**config.mk**
```make
export PLATFORM = sky130hd
export DESIGN_NAME = vga_image_wr_ctrl
export DESIGN_NICKNAME = d
export VERILOG_FILES = /design/src/rtl/vga_image_pkg.sv /design/src/rtl/vga_fill_addr_gen.sv /design/src/rtl/vga_image_wr_ctrl.sv
export SDC_FILE = /design/constraint.sdc
export NUM_CORES = 1
export LEC_CHECK = 0
export BUFFER_PORTS_ARGS = -buffer_cell sky130_fd_sc_hd__buf_2
export CORE_UTILIZATION = 53
export CTS_BUF_LIST = sky130_fd_sc_hd__clkbuf_4
export CTS_CLUSTER_DIAMETER = 60
export DETAILED_ROUTE_END_ITERATION = 6
export GPL_TIMING_DRIVEN = 0
export PLACE_DENSITY_LB_ADDON = 0.3
export SLEW_MARGIN = 15
export SYNTH_ARGS = -nofsm -noshare
export SYNTH_HDL_FRONTEND = slang
export SYNTH_SLANG_ARGS = --single-unit
export TNS_END_PERCENT = 100
```
**constraint.sdc**
```tcl
create_clock -name clk -period 3.65 [get_ports clk]
set_input_delay 0.5475 -clock clk [delete_from_list [all_inputs] [get_ports clk]]
set_output_delay 0.5475 -clock clk [all_outputs]
set_load 0.05 [all_outputs]
```
**src/rtl/vga_image_pkg.sv**
```systemverilog
// Shared constants, FSM encoding and address helper for the image write side.
package vga_image_pkg;

    localparam int ROW_BITS  = 7;
    localparam int COL_BITS  = 9;
    localparam int IMG_ROWS  = 128;
    localparam int IMG_COLS  = 512;
    localparam int ADDR_BITS = 16;

    typedef enum logic [1:0] {
        FS_IDLE  = 2'd0,
        FS_FILL  = 2'd1,
        FS_DRAIN = 2'd2
    } fill_state_e;

    // Frame RAM address is the row index on top of the column index.
    function automatic logic [ADDR_BITS-1:0] img_addr(input logic [ROW_BITS-1:0] row,
                                                      input logic [COL_BITS-1:0] col);
        return {row, col};
    endfunction

endpackage

```
**src/rtl/vga_fill_addr_gen.sv**
```systemverilog
// Rectangle address generator: walks columns then rows, with the rectangle
// clipped to the frame at load time so no clipped slot is ever presented.
module vga_fill_addr_gen
    import vga_image_pkg::*;
(
    input  logic                 clk,
    input  logic                 rst,
    input  logic                 load_i,
    input  logic                 step_i,
    input  logic [COL_BITS-1:0]  x0_i,
    input  logic [ROW_BITS-1:0]  y0_i,
    input  logic [COL_BITS:0]    w_i,
    input  logic [ROW_BITS:0]    h_i,
    output logic [ADDR_BITS-1:0] addr_o,
    output logic                 valid_o,
    output logic                 last_o
);

    logic [COL_BITS:0]   room_w, eff_w;
    logic [ROW_BITS:0]   room_h, eff_h;
    logic [COL_BITS-1:0] col_q, col_d, x0_q, x0_d;
    logic [ROW_BITS-1:0] row_q, row_d;
    logic [COL_BITS:0]   wm1_q, wm1_d, colrem_q, colrem_d;
    logic [ROW_BITS:0]   rowrem_q, rowrem_d;
    logic                valid_q, valid_d;

    // Clip width/height against the frame edge so no write can wrap.
    always_comb begin
        room_w = (COL_BITS+1)'(IMG_COLS) - {1'b0, x0_i};
        room_h = (ROW_BITS+1)'(IMG_ROWS) - {1'b0, y0_i};
        eff_w  = (w_i > room_w) ? room_w : w_i;
        eff_h  = (h_i > room_h) ? room_h : h_i;
    end

    // Counter next-state: load a new rectangle or advance one pixel.
    always_comb begin
        col_d    = col_q;
        row_d    = row_q;
        x0_d     = x0_q;
        wm1_d    = wm1_q;
        colrem_d = colrem_q;
        rowrem_d = rowrem_q;
        valid_d  = valid_q;
        if (load_i) begin
            col_d    = x0_i;
            row_d    = y0_i;
            x0_d     = x0_i;
            wm1_d    = eff_w - 1'b1;
            colrem_d = eff_w - 1'b1;
            rowrem_d = eff_h - 1'b1;
            valid_d  = (w_i != '0) && (h_i != '0);
        end else if (step_i && valid_q) begin
            if (colrem_q == '0) begin
                if (rowrem_q == '0) begin
                    valid_d = 1'b0;
                end else begin
                    row_d    = row_q + 1'b1;
                    col_d    = x0_q;
                    colrem_d = wm1_q;
                    rowrem_d = rowrem_q - 1'b1;
                end
            end else begin
                col_d    = col_q + 1'b1;
                colrem_d = colrem_q - 1'b1;
            end
        end
    end

    // Counter registers.
    always_ff @(posedge clk or posedge rst) begin
        if (rst) begin
            col_q    <= '0;
            row_q    <= '0;
            x0_q     <= '0;
            wm1_q    <= '0;
            colrem_q <= '0;
            rowrem_q <= '0;
            valid_q  <= 1'b0;
        end else begin
            col_q    <= col_d;
            row_q    <= row_d;
            x0_q     <= x0_d;
            wm1_q    <= wm1_d;
            colrem_q <= colrem_d;
            rowrem_q <= rowrem_d;
            valid_q  <= valid_d;
        end
    end

    assign addr_o  = img_addr(row_q, col_q);
    assign valid_o = valid_q;
    assign last_o  = valid_q && (colrem_q == '0) && (rowrem_q == '0);

endmodule

```
**src/rtl/vga_image_wr_ctrl.sv**
```systemverilog
// Image write-port controller: arbitrates CPU pixel writes against the
// rectangle fill engine; address leads image_we/image_data by one cycle.
module vga_image_wr_ctrl
    import vga_image_pkg::*;
#(
    parameter int PWIDTH = 12
) (
    input  logic                 clk,
    input  logic                 reset,
    input  logic                 cpu_req,
    input  logic [ADDR_BITS-1:0] cpu_addr,
    input  logic [PWIDTH-1:0]    cpu_data,
    output logic                 cpu_ack,
    input  logic                 fill_start,
    input  logic                 fill_abort,
    input  logic [COL_BITS-1:0]  fill_x0,
    input  logic [ROW_BITS-1:0]  fill_y0,
    input  logic [COL_BITS:0]    fill_w,
    input  logic [ROW_BITS:0]    fill_h,
    input  logic [PWIDTH-1:0]    fill_color,
    output logic                 fill_busy,
    output logic                 fill_done,
    output logic                 image_we,
    output logic [ADDR_BITS-1:0] address,
    output logic [PWIDTH-1:0]    image_data
);

    fill_state_e          state_q, state_d;
    logic [PWIDTH-1:0]    color_q, color_d;
    logic                 prio_fill_q, prio_fill_d;
    logic                 cpu_ack_q, pend_we_q, pend_we_d;
    logic [PWIDTH-1:0]    pend_data_q, pend_data_d;
    logic [ADDR_BITS-1:0] address_q, address_d;
    logic                 image_we_q;
    logic [PWIDTH-1:0]    image_data_q;
    logic                 fill_busy_q, fill_done_q, done_d;

    logic                 gen_load, gen_valid, gen_last;
    logic [ADDR_BITS-1:0] gen_addr;
    logic                 cpu_pend, fill_pend, grant_cpu, grant_fill;

    vga_fill_addr_gen u_addr_gen (
        .clk     (clk),
        .rst     (reset),
        .load_i  (gen_load),
        .step_i  (grant_fill),
        .x0_i    (fill_x0),
        .y0_i    (fill_y0),
        .w_i     (fill_w),
        .h_i     (fill_h),
        .addr_o  (gen_addr),
        .valid_o (gen_valid),
        .last_o  (gen_last)
    );

    // Slot arbitration, fill FSM next-state and write-slot selection.
    always_comb begin
        state_d     = state_q;
        color_d     = color_q;
        gen_load    = 1'b0;
        done_d      = 1'b0;
        // A request still high during its own ack cycle is the same request.
        cpu_pend    = cpu_req && !cpu_ack_q;
        fill_pend   = (state_q == FS_FILL) && gen_valid && !fill_abort;
        grant_cpu   = cpu_pend && (!fill_pend || !prio_fill_q);
        grant_fill  = fill_pend && !grant_cpu;
        prio_fill_d = (cpu_pend && fill_pend) ? !prio_fill_q : prio_fill_q;

        case (state_q)
            FS_IDLE: begin
                if (fill_start) begin
                    if ((fill_w != '0) && (fill_h != '0)) begin
                        gen_load = 1'b1;
                        color_d  = fill_color;
                        state_d  = FS_FILL;
                    end else begin
                        done_d = 1'b1;
                    end
                end
            end
            FS_FILL: begin
                if (fill_abort || !gen_valid || (grant_fill && gen_last))
                    state_d = FS_DRAIN;
            end
            FS_DRAIN: begin
                done_d  = 1'b1;
                state_d = FS_IDLE;
            end
            default: state_d = FS_IDLE;
        endcase

        pend_we_d   = grant_cpu || grant_fill;
        address_d   = grant_cpu ? cpu_addr : (grant_fill ? gen_addr : address_q);
        pend_data_d = grant_cpu ? cpu_data : (grant_fill ? color_q : pend_data_q);
    end

    // State, write pipeline and status registers.
    always_ff @(posedge clk or posedge reset) begin
        if (reset) begin
            state_q      <= FS_IDLE;
            color_q      <= '0;
            prio_fill_q  <= 1'b0;
            cpu_ack_q    <= 1'b0;
            pend_we_q    <= 1'b0;
            pend_data_q  <= '0;
            address_q    <= '0;
            image_we_q   <= 1'b0;
            image_data_q <= '0;
            fill_busy_q  <= 1'b0;
            fill_done_q  <= 1'b0;
        end else begin
            state_q     <= state_d;
            color_q     <= color_d;
            prio_fill_q <= prio_fill_d;
            cpu_ack_q   <= grant_cpu;
            pend_we_q   <= pend_we_d;
            pend_data_q <= pend_data_d;
            address_q   <= address_d;
            image_we_q  <= pend_we_q;
            if (pend_we_q)
                image_data_q <= pend_data_q;
            fill_busy_q <= (state_d != FS_IDLE);
            fill_done_q <= done_d;
        end
    end

    assign cpu_ack    = cpu_ack_q;
    assign fill_busy  = fill_busy_q;
    assign fill_done  = fill_done_q;
    assign image_we   = image_we_q;
    assign address    = address_q;
    assign image_data = image_data_q;

endmodule
```
# Yosys cells after proc, flatten, opt, wreduce, memory -nomap -nowiden
# Index checks and enable logic that the tools add are counted.
# totals
ff_bits	114
in_bits	79
out_inout_bits	32
word_cells	103
# op_classes
addsub	8
magnitude_cmp	2
eq_ne	4
n_mux	36
reduce_logical	35
# op_table
cell	n
2-to-1 mux 10 bit	5
2-to-1 mux 8 bit	5
2-to-1 mux 9 bit	4
2-to-1 mux 16 bit	2
2-to-1 mux 7 bit	4
2-to-1 mux 12 bit	2
subtractor 10 x 1 -> 10 bit, second input constant	2
subtractor 8 x 1 -> 8 bit, second input constant	2
logical AND 1 bit	11
greater-than comparator 10 bit	1
logical NOT 10 bit	1
nonzero test 10 bit	1
nonzero test 2 bit	5
subtractor 10 x 9 -> 10 bit, first input constant	1
adder 9 x 1 -> 9 bit, second input constant	1
2-to-1 mux 1 bit	9
AND reduction 3 bit	3
greater-than comparator 8 bit	1
logical NOT 8 bit	1
nonzero test 8 bit	1
subtractor 8 x 7 -> 8 bit, first input constant	1
adder 7 x 1 -> 7 bit, second input constant	1
logical NOT 1 bit	6
2-to-1 mux 2 bit	3
9 further kinds	12

# Longest topological paths before layout
# logic_depth
word_depth	13
ltp_mapped	22
ltp_nobuf	20

# Modules after synthesis
# Synthesis repeated with hierarchy kept, for this count alone.
# unflattened
hier_cells	695
area_unflattened_um2	6512.5
# modules_own_cells
module	n_inst	cells_each	area_each_um2	seq_area_each_um2
vga_fill_addr_gen	1	502	4117.7	1351.3
vga_image_wr_ctrl	1	193	2394.8	1501.4

# Worst setup path before layout
# Ideal clock, no wire load.
# synth_path
kind	in2reg
from	in fill_x0[3]
to	reg u_addr_gen.colrem_q[6]
setup_ps	134
arrival_ps	4079
required_time_ps	3516
path_slack_ps	-563
path_stages	20
path_buffers	2
path_cell_list	clkbuf_1 nor3_1 nand3_1 xnor2_1 ha_1 a21o_1 a21o_1 a221oi_1 o21ai_0 nand2_1 clkbuf_1 nor2_1 a21oi_1 ha_1 nand2_1 nor3_1 xnor2_1 nand2_1 o211ai_1 o21ai_0
# synth_between
elab_chain_len	5
# synth_lines
element	line_no	rtl
start, declared	vga_image_wr_ctrl.sv:16	input logic [COL_BITS-1:0] fill_x0,
subtractor 10 x 9 -> 10 bit *	vga_fill_addr_gen.sv:29	room_w = (COL_BITS+1)'(IMG_COLS) - {1'b0, x0_i};
greater-than comparator 10 bit	vga_fill_addr_gen.sv:31	eff_w = (w_i > room_w) ? room_w : w_i;
2-to-1 mux 10 bit *	vga_fill_addr_gen.sv:31	
subtractor 10 x 1 -> 10 bit *	vga_fill_addr_gen.sv:49	colrem_d = eff_w - 1'b1;
2-to-1 mux 10 bit *	vga_fill_addr_gen.sv:44	if (load_i) begin
end signal, assigned	vga_fill_addr_gen.sv:84	colrem_q <= colrem_d;
end, declared	vga_fill_addr_gen.sv:23	logic [COL_BITS:0] wm1_q, wm1_d, colrem_q, colrem_d;
# Mark *: on every way between the ends. The rest lies on a longest branch, timed or not.
# A chain may end at the register's enable or synchronous reset.

# Worst setup path after layout
# layout_path
from	in fill_x0[0]
to	reg u_addr_gen.colrem_q[4]
# Same word-level chain as after synthesis.

==> run summary <==
first-pass GRT wire length -> 28.95 mm
crit-path max cell delay -> 0.33 ns
placed instance area -> 7246 sq um
Pwr per Cell Area -> 702.3 nW/um^2
Req. time, crit path -> 4.06 ns
top cells by count, synth -> nand2_1, dfrtp_1, nor2_1, clkbuf_1
Synth top area share -> 0.4432
pre-CTS setup slack -> -0.8229 ns
HP Class -> in2reg
via count -> 6129
mean post-synth cell area -> 8.662 sq um
Port Buffers -> 108
cell breakdown of the critical path -> buf_2 > inv_1 > ha_4 > nand3b_1 > xor2_1 > inv_1 > ha_1 > a21o_1 > a21o_1 > a221oi_2 > o21ai_2 > nand2_2 > clkbuf_8 > nor2_1 > a21oi_2 > ha_4 > nand3_1 > xor2_1 > o211ai_1 > o21ai_1
nets -> 982
asr flop ratio synth -> 1.000
drt wl/cell -> 16.88 um
DR iter-0 viols -> 443
synth-to-layout area growth -> 18.29%
Fmax -> 292.3 MHz
post-layout util -> 0.6556
Mapped Nets -> 847
crit share post-route -> 0.9372
DRC Markers -> 9
vias in the first global route -> 6143
Num Clock Sinks -> 114
total gr overflow -> 0
H-tree levels -> 4
Antenna Nets Post-Route -> 0
Final Hold Viols -> 0
Post-synth EDFFs -> 0
Yosys warning count -> 0
final setup violation count -> 0
post-synthesis sequential area ratio -> 0.4432
Final TNS setup -> 0 ns
RSZ-0062 raised after global routing -> no
Crit Path Category -> in2reg
clock latency on the worst-skew pair -> 0.54 ns
initial antenna violation count -> 0
Initial Util -> 0.5542
Die Width -> 112.2 um
First-pass DRT Iterations -> 7
Multi-input gate area -> 3451 sq um
final worst slack -> 0.2293 ns
area leader, netlist -> dfrtp_1
Ant. Diodes -> 0
clock transition at the registers of the reported paths -> 0.11 ns
Lkg Pwr -> 3.460 nW
fin. max-slew vios -> 0
CP Capture Type -> flop
synthesized cell area -> 6436 sq um
clk root buf -> clkbuf_4
synthesized instance count -> 743
crit-path max FO -> 10
IO Count -> 111
clock skew -> 0.01500 ns
top_reg_cell synth -> dfrtp_1
maximum vdd ir drop -> 0.0006139 V
DP Cell Count -> 995
crit path DAT -> 3.83 ns
Die Y-Extent -> 112.2 um
layout cells sized above 1 -> 0.2256
FILL cells -> 984
Num CTS Buffers -> 17
register area -> 2853 sq um
final instance area -> 7614 sq um
Synth area leaders -> dfrtp_1, nand2_1, nor2_1
overall global routing resource usage -> 0.2897
outcome -> finished, violations left
top-count cell post-synth -> nand2_1
failing checks -> DRC
fin crit period -> 3.421 ns
Non-Filler Instances -> 1034
largest net degree at the start of global routing -> 78
Critical Path Source Type -> input pin
max-cap violations -> 0
CTS tree -> yes
CP max stage cell -> a221oi_2
Routed Wire Length -> 17.45 mm
DP HPWL -> 12.91 mm
Worst-Margin Slew -> 0.9410 ns
clock buffer depth -> 2
Placer Congestion -> 0.9372
Die ar. -> 12590 sq um
Unique masters post-synth -> 59
drt via density -> 5.927
row count -> 39
CORE AREA -> 11610 sq um
Slew Limit Headroom -> 0.3675
#FFs+latches synth -> 114
## report_power, final
part	internal, W	switching, W
registers	0.00181	0.000444
clock network	0.000273	0.000544
logic	0.000763	0.00151
## path summary, 6_finish.rpt
kind	slack (ns)	end	depth (start not counted)	startpoint
worst max-delay path	0.23	u_addr_gen.colrem_q[4]$_DFFE_PP0P_	20	fill_x0[0]
worst min-delay path	0.20	color_q[5]$_DFFE_PP0P_	3	fill_color[5]
worst max register to register	0.83	u_addr_gen.col_q[2]$_DFFE_PP0P_	9	u_addr_gen.colrem_q[2]$_DFFE_PP0P_
worst min register to register	0.48	fill_done$_DFF_PP0_	1	state_q[0]$_DFF_PP0_
max in group asynchronous	2.44	u_addr_gen.wm1_q[9]$_DFFE_PP0P_	4	reset
min in group asynchronous	0.53	address[10]$_DFFE_PP0P_	3	reset
## critical path, delay by kind of cell
kind | cells | cell delay (ns)
xor+xnor | 2 | 0.37
fa+ha+maj | 3 | 0.58
simple gates | 4 | 0.33
buf+inv | 4 | 0.56
compound gates | 7 | 1.42
## layout make-up
cell class	count	share of cell area
Sequential cell	114	0.3747
Clock inverter	15	0.01446
Buffer	35	0.02202
Clock buffer	17	0.01676
Timing Repair Buffer	118	0.08381
Inverter	22	0.01150
Multi-Input combinational cell	570	0.4532
Tap cell	143	0.02350
## placed cells by master, fill, tap and decap left out, drive strengths merged, types with 4 or more instances in the layout
master and n:
nand2 131, buf 124, dfrtp 114, nor2 114, clkbuf 45, o21ai 32, o22ai 28, a21oi 28
xnor2 27, inv 27, ha 25, nor3 21, nand3 18, xor2 14, o211ai 12, a31oi 12
mux2 12, a21o 11, nand4 10, a211oi 9, nand2b 6, o221ai 6, nor4 6, clkinv 6
and3 4, mux2i 4, clkinvlp 4
## routing by layer
metal	vias to the layer above	share of wire	track usage
met2	240	0.50	0.5002
met5	-	0	0
met3	45	0.063	0.05346
met4	0	0.024	0.1084
met1	2971	0.41	0.3635
li1	2873	-	-
## cells by family (layout without fill, tap and decap cells)
logic type      count (synthesis)  in the layout  share of synthesized area
compound gates                155            155                     0.1549
fa+ha+maj                      25             25                    0.04860
simple gates                  333            333                     0.2325
xor+xnor                       41             41                    0.05579
flops                         114            114                     0.4432
mux                            16             16                    0.02722
buf+inv                        59            207                    0.03771
## stage by stage
stage          power [W]  hold WS, ns
3_5_place_dp    0.004501       0.4536
3_3_place_gp    0.004390       0.4478
6_report        0.005347       0.1982
5_1_grt         0.005674       0.1983
2_1_floorplan   0.003844       0.4074
4_1_cts         0.005313       0.1929
## flip-flops by register name, indices dropped and copies added, names as in the netlist
signal,flops
u_addr_gen.col_q,9
fill_busy,1
fill_done,1
u_addr_gen.row_q,7
u_addr_gen.rowrem_q,8
prio_fill_q,1
image_we,1
address,16
state_q,2
pend_we_q,1
pend_data_q,12
cpu_ack,1
u_addr_gen.valid_o,1
u_addr_gen.colrem_q,10
color_q,12
image_data,12
u_addr_gen.x0_q,9
u_addr_gen.wm1_q,10
## repair_timing
action	CTS	global route
pin swaps	1	8
hold endpoints to repair	20	0
setup endpoints to repair	4	7
setup buffers	2	6
gates resized for setup	3	12
hold buffers	1	0
Note: power is estimated with default switching activity, not from simulation.
